`src/rtl/vga_layout_pkg.sv`:
```
// Shared definitions for the channel layout sequencer.
//   - default geometry (vertical resolution, first channel row, channel count)
//   - default row/channel index widths
//   - layout FSM state encoding
package vga_layout_pkg;

    localparam int DEFAULT_MAX_CHAN_COUNT = 10;
    localparam int DEFAULT_VER_RES        = 480;
    localparam int DEFAULT_OFFSET         = 0;

    localparam int ROW_W = $clog2(DEFAULT_VER_RES);
    localparam int CH_W  = $clog2(DEFAULT_MAX_CHAN_COUNT);

    typedef enum logic [1:0] {
        ST_IDLE   = 2'd0,
        ST_COUNT  = 2'd1,
        ST_DIVIDE = 2'd2,
        ST_READY  = 2'd3
    } layout_state_t;

endpackage

```
`src/rtl/channel_height_divider.sv`:
```
// Serial repeated-subtraction divider used to compute rows per channel.
// One subtraction per cycle; a divide of N by D takes floor(N/D)+1 busy cycles.
// Ports:
//   clk, reset_n        clock, asynchronous active-low reset
//   start               begin a division (accepted only when not busy)
//   abort               cancel any division in progress (wins over start)
//   dividend, divisor   operands, sampled on an accepted start
//   busy                division in progress
//   done                one-cycle pulse when quotient is final
//   quotient            result, valid from done until the next start
module channel_height_divider #(
    parameter int W = 9
) (
    input  logic         clk,
    input  logic         reset_n,
    input  logic         start,
    input  logic         abort,
    input  logic [W-1:0] dividend,
    input  logic [W-1:0] divisor,
    output logic         busy,
    output logic         done,
    output logic [W-1:0] quotient
);

    logic [W-1:0] remainder;
    logic [W-1:0] divisor_r;

    always_ff @(posedge clk or negedge reset_n) begin
        if (!reset_n) begin
            busy      <= 1'b0;
            done      <= 1'b0;
            quotient  <= '0;
            remainder <= '0;
            divisor_r <= '0;
        end else begin
            done <= 1'b0;
            if (abort) begin
                busy <= 1'b0;
            end else if (start && !busy) begin
                busy      <= 1'b1;
                remainder <= dividend;
                divisor_r <= divisor;
                quotient  <= '0;
            end else if (busy) begin
                // A zero divisor terminates at once instead of spinning forever.
                if (divisor_r != '0 && remainder >= divisor_r) begin
                    remainder <= remainder - divisor_r;
                    quotient  <= quotient + 1'b1;
                end else begin
                    busy <= 1'b0;
                    done <= 1'b1;
                end
            end
        end
    end

endmodule

```
`src/rtl/channel_layout_sequencer.sv`:
```
// Per-frame channel layout for the multi-channel trace display.
// At frame_start the enable mask is latched, enabled channels are counted one
// bit per cycle and the channel height is found by a serial divider. Once
// ready, each row_valid advances row/channel counters so the renderers get
// channel number, height and offset without any per-row arithmetic.
// Ports:
//   clk, reset_n      pixel clock, asynchronous active-low reset
//   channel_enable    enable mask, sampled on frame_start only
//   frame_start       start of vertical blank, restarts the layout
//   row_valid         new row, pixel_row valid in the same cycle
//   pixel_row         row index
//   layout_ready      channel height for this frame is available
//   is_channel        current row belongs to a channel
//   channel_number    physical channel index of the current row
//   channel_height    rows per channel
//   channel_offset    first row of the current channel
//
// state   | meaning
// IDLE    | after reset, no layout yet
// COUNT   | counting enabled mask bits, one per cycle
// DIVIDE  | divider computing rows per channel
// READY   | layout valid, rows are tracked
module channel_layout_sequencer
    import vga_layout_pkg::*;
#(
    parameter int MAX_CHAN_COUNT = DEFAULT_MAX_CHAN_COUNT,
    parameter int VER_RES        = DEFAULT_VER_RES,
    parameter int OFFSET         = DEFAULT_OFFSET
) (
    input  logic                          clk,
    input  logic                          reset_n,
    input  logic [MAX_CHAN_COUNT-1:0]     channel_enable,
    input  logic                          frame_start,
    input  logic                          row_valid,
    input  logic [$clog2(VER_RES)-1:0]    pixel_row,
    output logic                          layout_ready,
    output logic                          is_channel,
    output logic [$clog2(MAX_CHAN_COUNT)-1:0] channel_number,
    output logic [$clog2(VER_RES)-1:0]    channel_height,
    output logic [$clog2(VER_RES)-1:0]    channel_offset
);

    localparam int ROW_BITS = $clog2(VER_RES);
    localparam int CH_BITS  = $clog2(MAX_CHAN_COUNT);
    localparam int CNT_BITS = $clog2(MAX_CHAN_COUNT + 1);

    localparam logic [ROW_BITS-1:0] ROW_FIRST = ROW_BITS'(OFFSET);
    localparam logic [ROW_BITS:0]   ROW_END   = (ROW_BITS + 1)'(VER_RES);
    localparam logic [ROW_BITS-1:0] AREA_ROWS = ROW_BITS'(VER_RES - OFFSET);
    localparam logic [CH_BITS-1:0]  LAST_BIT  = CH_BITS'(MAX_CHAN_COUNT - 1);

    layout_state_t               state;
    logic [MAX_CHAN_COUNT-1:0]   mask;
    logic [CH_BITS-1:0]          bit_idx;
    logic [CNT_BITS-1:0]         chan_count;
    logic [CNT_BITS-1:0]         count_next;
    logic [CNT_BITS-1:0]         vis_idx;
    logic [CNT_BITS-1:0]         vis_adv;
    logic [ROW_BITS-1:0]         row_in_ch;
    logic [ROW_BITS-1:0]         row_in_ch_next;
    logic                        div_start;
    logic                        div_busy;
    logic                        div_done;
    logic [ROW_BITS-1:0]         div_quot;
    logic [CH_BITS-1:0]          first_bit;
    logic [CH_BITS-1:0]          next_bit;

    assign count_next     = chan_count + CNT_BITS'(mask[bit_idx]);
    assign div_start      = (state == ST_COUNT) && !frame_start && !div_busy &&
                            (bit_idx == LAST_BIT) && (count_next != '0);
    assign row_in_ch_next = row_in_ch + 1'b1;
    // Visible index saturates at the channel count so the offset never runs
    // past the channel area in the remainder rows.
    assign vis_adv        = (vis_idx < chan_count) ? vis_idx + 1'b1 : vis_idx;

    // Lowest set bit, and lowest set bit above the current channel (holds the
    // current channel when there is none).
    always_comb begin
        first_bit = '0;
        next_bit  = channel_number;
        for (int i = MAX_CHAN_COUNT - 1; i >= 0; i--) begin
            if (mask[i]) begin
                first_bit = CH_BITS'(i);
                if (i > int'(channel_number)) begin
                    next_bit = CH_BITS'(i);
                end
            end
        end
    end

    channel_height_divider #(
        .W (ROW_BITS)
    ) u_divider (
        .clk      (clk),
        .reset_n  (reset_n),
        .start    (div_start),
        .abort    (frame_start),
        .dividend (AREA_ROWS),
        .divisor  (ROW_BITS'(count_next)),
        .busy     (div_busy),
        .done     (div_done),
        .quotient (div_quot)
    );

    always_ff @(posedge clk or negedge reset_n) begin
        if (!reset_n) begin
            state          <= ST_IDLE;
            mask           <= '0;
            bit_idx        <= '0;
            chan_count     <= '0;
            vis_idx        <= '0;
            row_in_ch      <= '0;
            layout_ready   <= 1'b0;
            is_channel     <= 1'b0;
            channel_number <= '0;
            channel_height <= '0;
            channel_offset <= '0;
        end else if (frame_start) begin
            state        <= ST_COUNT;
            mask         <= channel_enable;
            bit_idx      <= '0;
            chan_count   <= '0;
            layout_ready <= 1'b0;
            is_channel   <= 1'b0;
        end else begin
            case (state)
                ST_IDLE: begin
                    is_channel <= 1'b0;
                end
                ST_COUNT: begin
                    is_channel <= 1'b0;
                    chan_count <= count_next;
                    bit_idx    <= bit_idx + 1'b1;
                    if (bit_idx == LAST_BIT) begin
                        if (count_next == '0) begin
                            channel_height <= '0;
                            layout_ready   <= 1'b1;
                            state          <= ST_READY;
                        end else begin
                            state <= ST_DIVIDE;
                        end
                    end
                end
                ST_DIVIDE: begin
                    is_channel <= 1'b0;
                    if (div_done) begin
                        channel_height <= div_quot;
                        layout_ready   <= 1'b1;
                        state          <= ST_READY;
                    end
                end
                ST_READY: begin
                    if (row_valid) begin
                        if (pixel_row == ROW_FIRST) begin
                            vis_idx        <= '0;
                            row_in_ch      <= '0;
                            channel_offset <= ROW_FIRST;
                            channel_number <= first_bit;
                            is_channel     <= (chan_count != '0);
                        end else if (pixel_row > ROW_FIRST && {1'b0, pixel_row} < ROW_END) begin
                            if (row_in_ch_next == channel_height) begin
                                row_in_ch <= '0;
                                vis_idx   <= vis_adv;
                                if (vis_idx < chan_count) begin
                                    channel_offset <= channel_offset + channel_height;
                                    channel_number <= next_bit;
                                end
                                is_channel <= (vis_adv < chan_count);
                            end else begin
                                row_in_ch  <= row_in_ch_next;
                                is_channel <= (vis_idx < chan_count);
                            end
                        end else begin
                            is_channel <= 1'b0;
                        end
                    end
                end
                default: state <= ST_IDLE;
            endcase
        end
    end

endmodule

```
`config.mk`:
```
export PLATFORM = sky130hd
export DESIGN_NAME = channel_layout_sequencer
export DESIGN_NICKNAME = d
export VERILOG_FILES = /design/src/rtl/vga_layout_pkg.sv /design/src/rtl/channel_height_divider.sv /design/src/rtl/channel_layout_sequencer.sv
export SDC_FILE = /design/constraint.sdc
export NUM_CORES = 1
export LEC_CHECK = 0
export CAP_MARGIN = 25
export CELL_PAD_IN_SITES_DETAIL_PLACEMENT = 0
export CELL_PAD_IN_SITES_GLOBAL_PLACEMENT = 1
export CORE_MARGIN = 2
export CORE_UTILIZATION = 26
export CTS_CLUSTER_DIAMETER = 30
export DETAILED_ROUTE_END_ITERATION = 8
export DONT_BUFFER_PORTS = 1
export HOLD_SLACK_MARGIN = 0.15
export PLACE_DENSITY = 0.6
export SLEW_MARGIN = 25
export SYNTH_ARGS = -nofsm -noshare
export SYNTH_HDL_FRONTEND = slang
export SYNTH_SLANG_ARGS = --single-unit
```
`constraint.sdc`:
```
create_clock -name clk -period 3 [get_ports clk]
set_clock_uncertainty 0.05 [all_clocks]
set_input_delay 0.9 -clock clk [delete_from_list [all_inputs] [get_ports clk]]
set_output_delay 0.9 -clock clk [all_outputs]
set_load 0.1 [all_outputs]
```
Yosys cells after proc, flatten, opt, wreduce, memory -nomap -nowiden
Index checks and enable logic that the tools add are counted.

word-level totals
  flip-flop bits (word level) = 81
  input bits = 23
  output and inout bits = 24
  word-level logic and storage cells = 166

cells by class
  $add $sub $neg = 7
  order comparisons = 15
  equal/unequal tests = 12
  multiplexer cells = 83
  bitwise operators = 1
  reduce and logical (&&, ||, !) cells = 32

operators by type and width
  cell                 number
  $mux 4               40
  $mux 9               16
  $mux 1               19
  $add 9x1->9 const B  2
  $pmux 9 s2           1
  $gt 3x4->1 const A   4
  $reduce_bool 2->1    7
  $reduce_and 5->1     2
  $add 9x9->9          1
  $eq 9x9->1           1
  $ge 9x4->1           1
  $gt 9x1->1 const B   1
  $logic_not 9->1      1
  $lt 9x9->1 const B   1
  $ne 3x2->1 const B   3
  $reduce_bool 9->1    1
  $sub 9x4->9          1
  $add 4x1->4 const B  2
  $gt 2x4->1 const A   2
  $gt 4x4->1 const A   2
  $lt 4x4->1           2
  $reduce_and 4->1     2
  $reduce_bool 4->1    2
  $logic_and 1x1->1    7
  21 further kinds     29

Logic depth before layout (Yosys ltp)
  depth in word-level cells = 23
  mapped depth = 15

Cells and area by module
Synthesis repeated with hierarchy kept, for this count alone.

unflattened totals
  cells, all modules = 609
  area total of the unflattened synthesis = 5510.3 um^2

by module, submodules not included
  module                    instances  cells each  area each (um^2)  seq. area each (um^2)
  channel_layout_sequencer  1          419         3759.9            1426.4
  channel_height_divider    1          190         1750.4            725.7

Worst setup path after synthesis
Ideal clock, no wire load.

  path type = register -> register
  start point = register bit_idx[0]
  end point = register channel_height[7]
  arrival = 2.987 ns
  slack = -0.167 ns
  cell stages (with the launch flop) = 14
  clock period less this slack = 3.167 ns
  cell sequence = dfrtp_1 -> clkbuf_1 -> mux4_2 -> mux2i_1 -> o21ai_0 -> ha_1 -> ha_1 -> nor3_1 -> a31oi_1 -> or3_1 -> a211o_1 -> clkbuf_1 -> nand2_1 -> o21ai_0

on the way
  longest elaborated chain between the ends = 6

RTL lines
  what                                   RTL line                         RTL
  from (decl)                            channel_layout_sequencer.sv:54   logic [CH_BITS-1:0] bit_idx;
  from (signal assigned)                 channel_layout_sequencer.sv:133  bit_idx <= bit_idx + 1'b1;
  $bmux 1 s4                             channel_layout_sequencer.sv:68   assign count_next = chan_count + CNT_BITS'(mask[bit_idx]);
  $mux 1 (not written as such)           channel_layout_sequencer.sv:68
  $add 4x1->4                            channel_layout_sequencer.sv:68
  $logic_not 4->1                        channel_layout_sequencer.sv:135  if (count_next == '0) begin
  $ne 2x1->1 (no source line)            --
  $reduce_and 5->1 (no source line) (*)  --
  to (signal assigned)                   channel_layout_sequencer.sv:147  channel_height <= div_quot;
  to (decl)                              channel_layout_sequencer.sv:39   output logic [$clog2(VER_RES)-1:0] channel_height,

Mark *: on every way between the ends. The rest lies on a longest branch, timed or not. The select of a mux whose other input is x is not followed.
A chain may end at the register's enable or synchronous reset.

Worst setup path after layout
  start point = register bit_idx[0]
  end point = register channel_height[0]

The elaborated chain is that of the path after synthesis.

==> metrics <==
CTS Buf Count 9; Vias per Instance 5.01; Slew Limit Fails 0; Overflow after GRT 0; P per Cell Area approximately 450 mW/mm2; critical path endpoint channel_height[0]; DP Area 0.00550 mm2; Cells after Synth 547; router iterations before antenna repair 5; largest net degree at the start of global routing 82; CP Max Fanout 9; cell count after placement 800; Antenna Nets Post-Route 0; outcome completed; Finished Layout Cells 816; Synth Register Bits 81; fin crit share 94.1%; Slew @ Worst Pin just over 0.9 ns; kind of critical path flip-flop to flip-flop; Static Leak approximately 2.6 nW; Worst VDD drop 244 uV; crit path from bit_idx[0]; FF-to-FF path depth 11; worst hold path class input pin to async pin; EDFF count, synth 0; Remaining DRCs 0; CTS sink cnt 81; max_slew headroom about two fifths; htree depth 3; Root Buffer clkbuf_16; most frequent cells in the layout dfrtp_1, nand2_1, nor2_1; vias in the first global route 4,103; first-pass GRT wire length 21,200 um; Post-DP HPWL 9080 um; Critical Path RT 3.18 ns; commonest non-fill, non-tap cell in the layout dfrtp_1; Die H 143 um; FFs w/ async S/R, synth 100%; fin nets 629; post-layout min period 2.82 ns; final hold viol count 0; worst setup margin roughly 0.18 ns; drt initial violations between 200 and 250; Netlist cell types 66; Worst EP arrival 3.00 ns; Core Rows 50; Routability Congestion about 0.82; I/O Buffers 0; WL per Instance 15.5 um; worst skew pair latency 0.34 ns; worst r2r src bit_idx[0]; Setup Viol. Count Final 0; core box area 0.0188 mm2; cts hold-fix bufs 0; max cap viols 0; register area share after synthesis 40.6%; crit start category flip-flop; Syn Area/Cell 9.14 um2; Hold Slack 0.208 ns; area delta synth->final 16.1%; Critical Path Sink Type flip-flop; Antenna Cells 0; dpl ws -0.134 ns; GRT Resource Usage Total 13.1%; R2R Setup Slk 0.18 ns; via count 4,086; RR Endpoint channel_height[0]; antenna violations before repair 0; Worst-path clk slew 0.06 ns; Final Routed Wirelength 12,600 um; CTS tree done; Die Wd 143 um; maximum root-to-sink buffer count 2; Final Instance Area 0.00580 mm2; Post-synth top flop dfrtp_1; Post-Syn Area between 0.004 and 0.005 mm2; fmax between 300 and 400 MHz; Total Power 2.63 mW; Yosys Warn Count 0; initial core utilization a little over a quarter; syn_nets 597; I/O Pins 47; DIE AREA about 0.020 mm2; share of layout cells above drive strength 1 approximately 15%
-- per-layer routing --
metal	vias up	GRT usage, %	share of wire (%)
met2	69	20.8	46
met5	-	0	0
met1	1967	17.7	48
met3	17	2.08	2.8
li1	2033	-	-
met4	0	5.89	2.4
-- logic make-up after synthesis --
logic type / synth area share (%)
adder cells (fa/ha/maj): 7.06
multiplexers: 4.76
XOR/XNOR: 6.48
AND/OR/NAND/NOR: 20.1
buffers and inverters: 4.28
AO/OA/AOI/OAI: 16.8
flip-flops: 40.6
-- layout make-up --
| class | instances | area (um2) |
|---|---|---|
| Sequential cell | 81 | 2030 |
| Clock buffer | 11 | 233 |
| Timing Repair Buffer | 47 | 353 |
| Tap cell | 234 | 293 |
| Multi-Input combinational cell | 423 | 2810 |
| Inverter | 17 | 63.8 |
| Clock inverter | 3 | 20.0 |
| Fill cell | 1987 | 13000 |
-- Yosys cell counts, types with 2 or more instances --
| cell | count | area share, % |
|---|---|---|
| mux2i_1 | 8 | 1.6 |
| nand2b_1 | 2 | 0.25 |
| nand3b_1 | 2 | 0.30 |
| a21o_1 | 8 | 1.2 |
| or2_2 | 2 | 0.25 |
| ha_1 | 25 | 6.3 |
| nor3_1 | 8 | 0.80 |
| nor2b_1 | 9 | 1.1 |
| nand4_1 | 12 | 1.5 |
| mux4_2 | 2 | 0.90 |
| o21ai_0 | 41 | 4.1 |
| a21oi_1 | 17 | 1.7 |
| a211o_1 | 2 | 0.35 |
| a32o_1 | 2 | 0.40 |
| inv_1 | 17 | 1.3 |
| a22o_1 | 4 | 0.70 |
| buf_1 | 2 | 0.15 |
| a2bb2oi_1 | 2 | 0.35 |
| nand3_1 | 28 | 2.8 |
| o211ai_1 | 3 | 0.45 |
| mux2_2 | 10 | 2.3 |
| o31ai_1 | 5 | 0.75 |
| buf_4 | 5 | 0.75 |
| nor4_1 | 5 | 0.63 |
| a22oi_1 | 3 | 0.45 |
| or3_1 | 7 | 0.88 |
| o21a_1 | 3 | 0.45 |
| and3_1 | 5 | 0.63 |
| xor2_1 | 20 | 3.5 |
| o22ai_1 | 3 | 0.38 |
| nand2_1 | 69 | 5.2 |
| o21bai_1 | 3 | 0.45 |
| nor2_1 | 51 | 3.8 |
| a211oi_1 | 4 | 0.60 |
| a32oi_1 | 4 | 0.70 |
| a31oi_1 | 7 | 0.88 |
| dfrtp_1 | 81 | 41 |
| and2_1 | 4 | 0.50 |
| fa_1 | 2 | 0.80 |
| xnor2_1 | 17 | 3.0 |
| clkbuf_1 | 17 | 1.3 |
| a21boi_0 | 2 | 0.30 |
-- what timing repair did --
action | CTS | global route
setup endpoints to repair | 15 | 18
cloned | 0 | 2
pin swaps | 0 | 1
gates resized for setup | 4 | 5
buffers inserted | 0 | 0
-- where the power goes --
part | internal [mW] | leakage (nW) | switching, mW
Clock | 0.550 | 0.117 | 0.442
Sequential | 1.14 | 1.04 | 0.0477
Combinational | 0.183 | 1.46 | 0.265
Total | 1.87 | 2.62 | 0.754
-- state kept, by name, summed over array words and instances (netlist names), 4 cells and up --
signal               cells
row_in_ch                9
channel_height           9
vis_idx                  4
u_divider.quotient       9
channel_number           4
u_divider.remainder      9
mask                    10
bit_idx                  4
u_divider.divisor_r      4
channel_offset           9
chan_count               4
-- worst max-delay path, stage by stage, from the launching register on --
cell and delay (ns):
dfrtp_2 0.41, mux4_2 0.50, mux2i_1 0.12, o21ai_0 0.11, ha_2 0.21, ha_2 0.20, nor3_1 0.13, a31oi_1 0.06
or3_4 0.39, a211o_2 0.38, nand2_1 0.09, o21ai_0 0.07
-- how the worst min path moves through the flow --
stage | startpoint | to | slack (ns) | cells past startpoint
after CTS | reset_n | u_divider.remainder[1] | 0.19 | 0
after floorplan | u_divider.remainder[7] | u_divider.remainder[7] | 0.42 | 1
after global placement | u_divider.remainder[0] | u_divider.remainder[0] | 0.44 | 2
after detailed placement | u_divider.remainder[8] | u_divider.remainder[8] | 0.45 | 2
after global routing | reset_n | u_divider.remainder[1] | 0.19 | 0
final | reset_n | row_in_ch[7] | 0.21 | 0
-- stage by stage --
stage / util [%] / TNS [ns]
global route: 30.9 / -0.203
floorplan: - / 0
finish: 30.9 / 0
CTS: 30.7 / 0
global placement: 29.3 / -0.784
detailed placement: 29.3 / -1.23
Power figures use the tool's default switching activity.
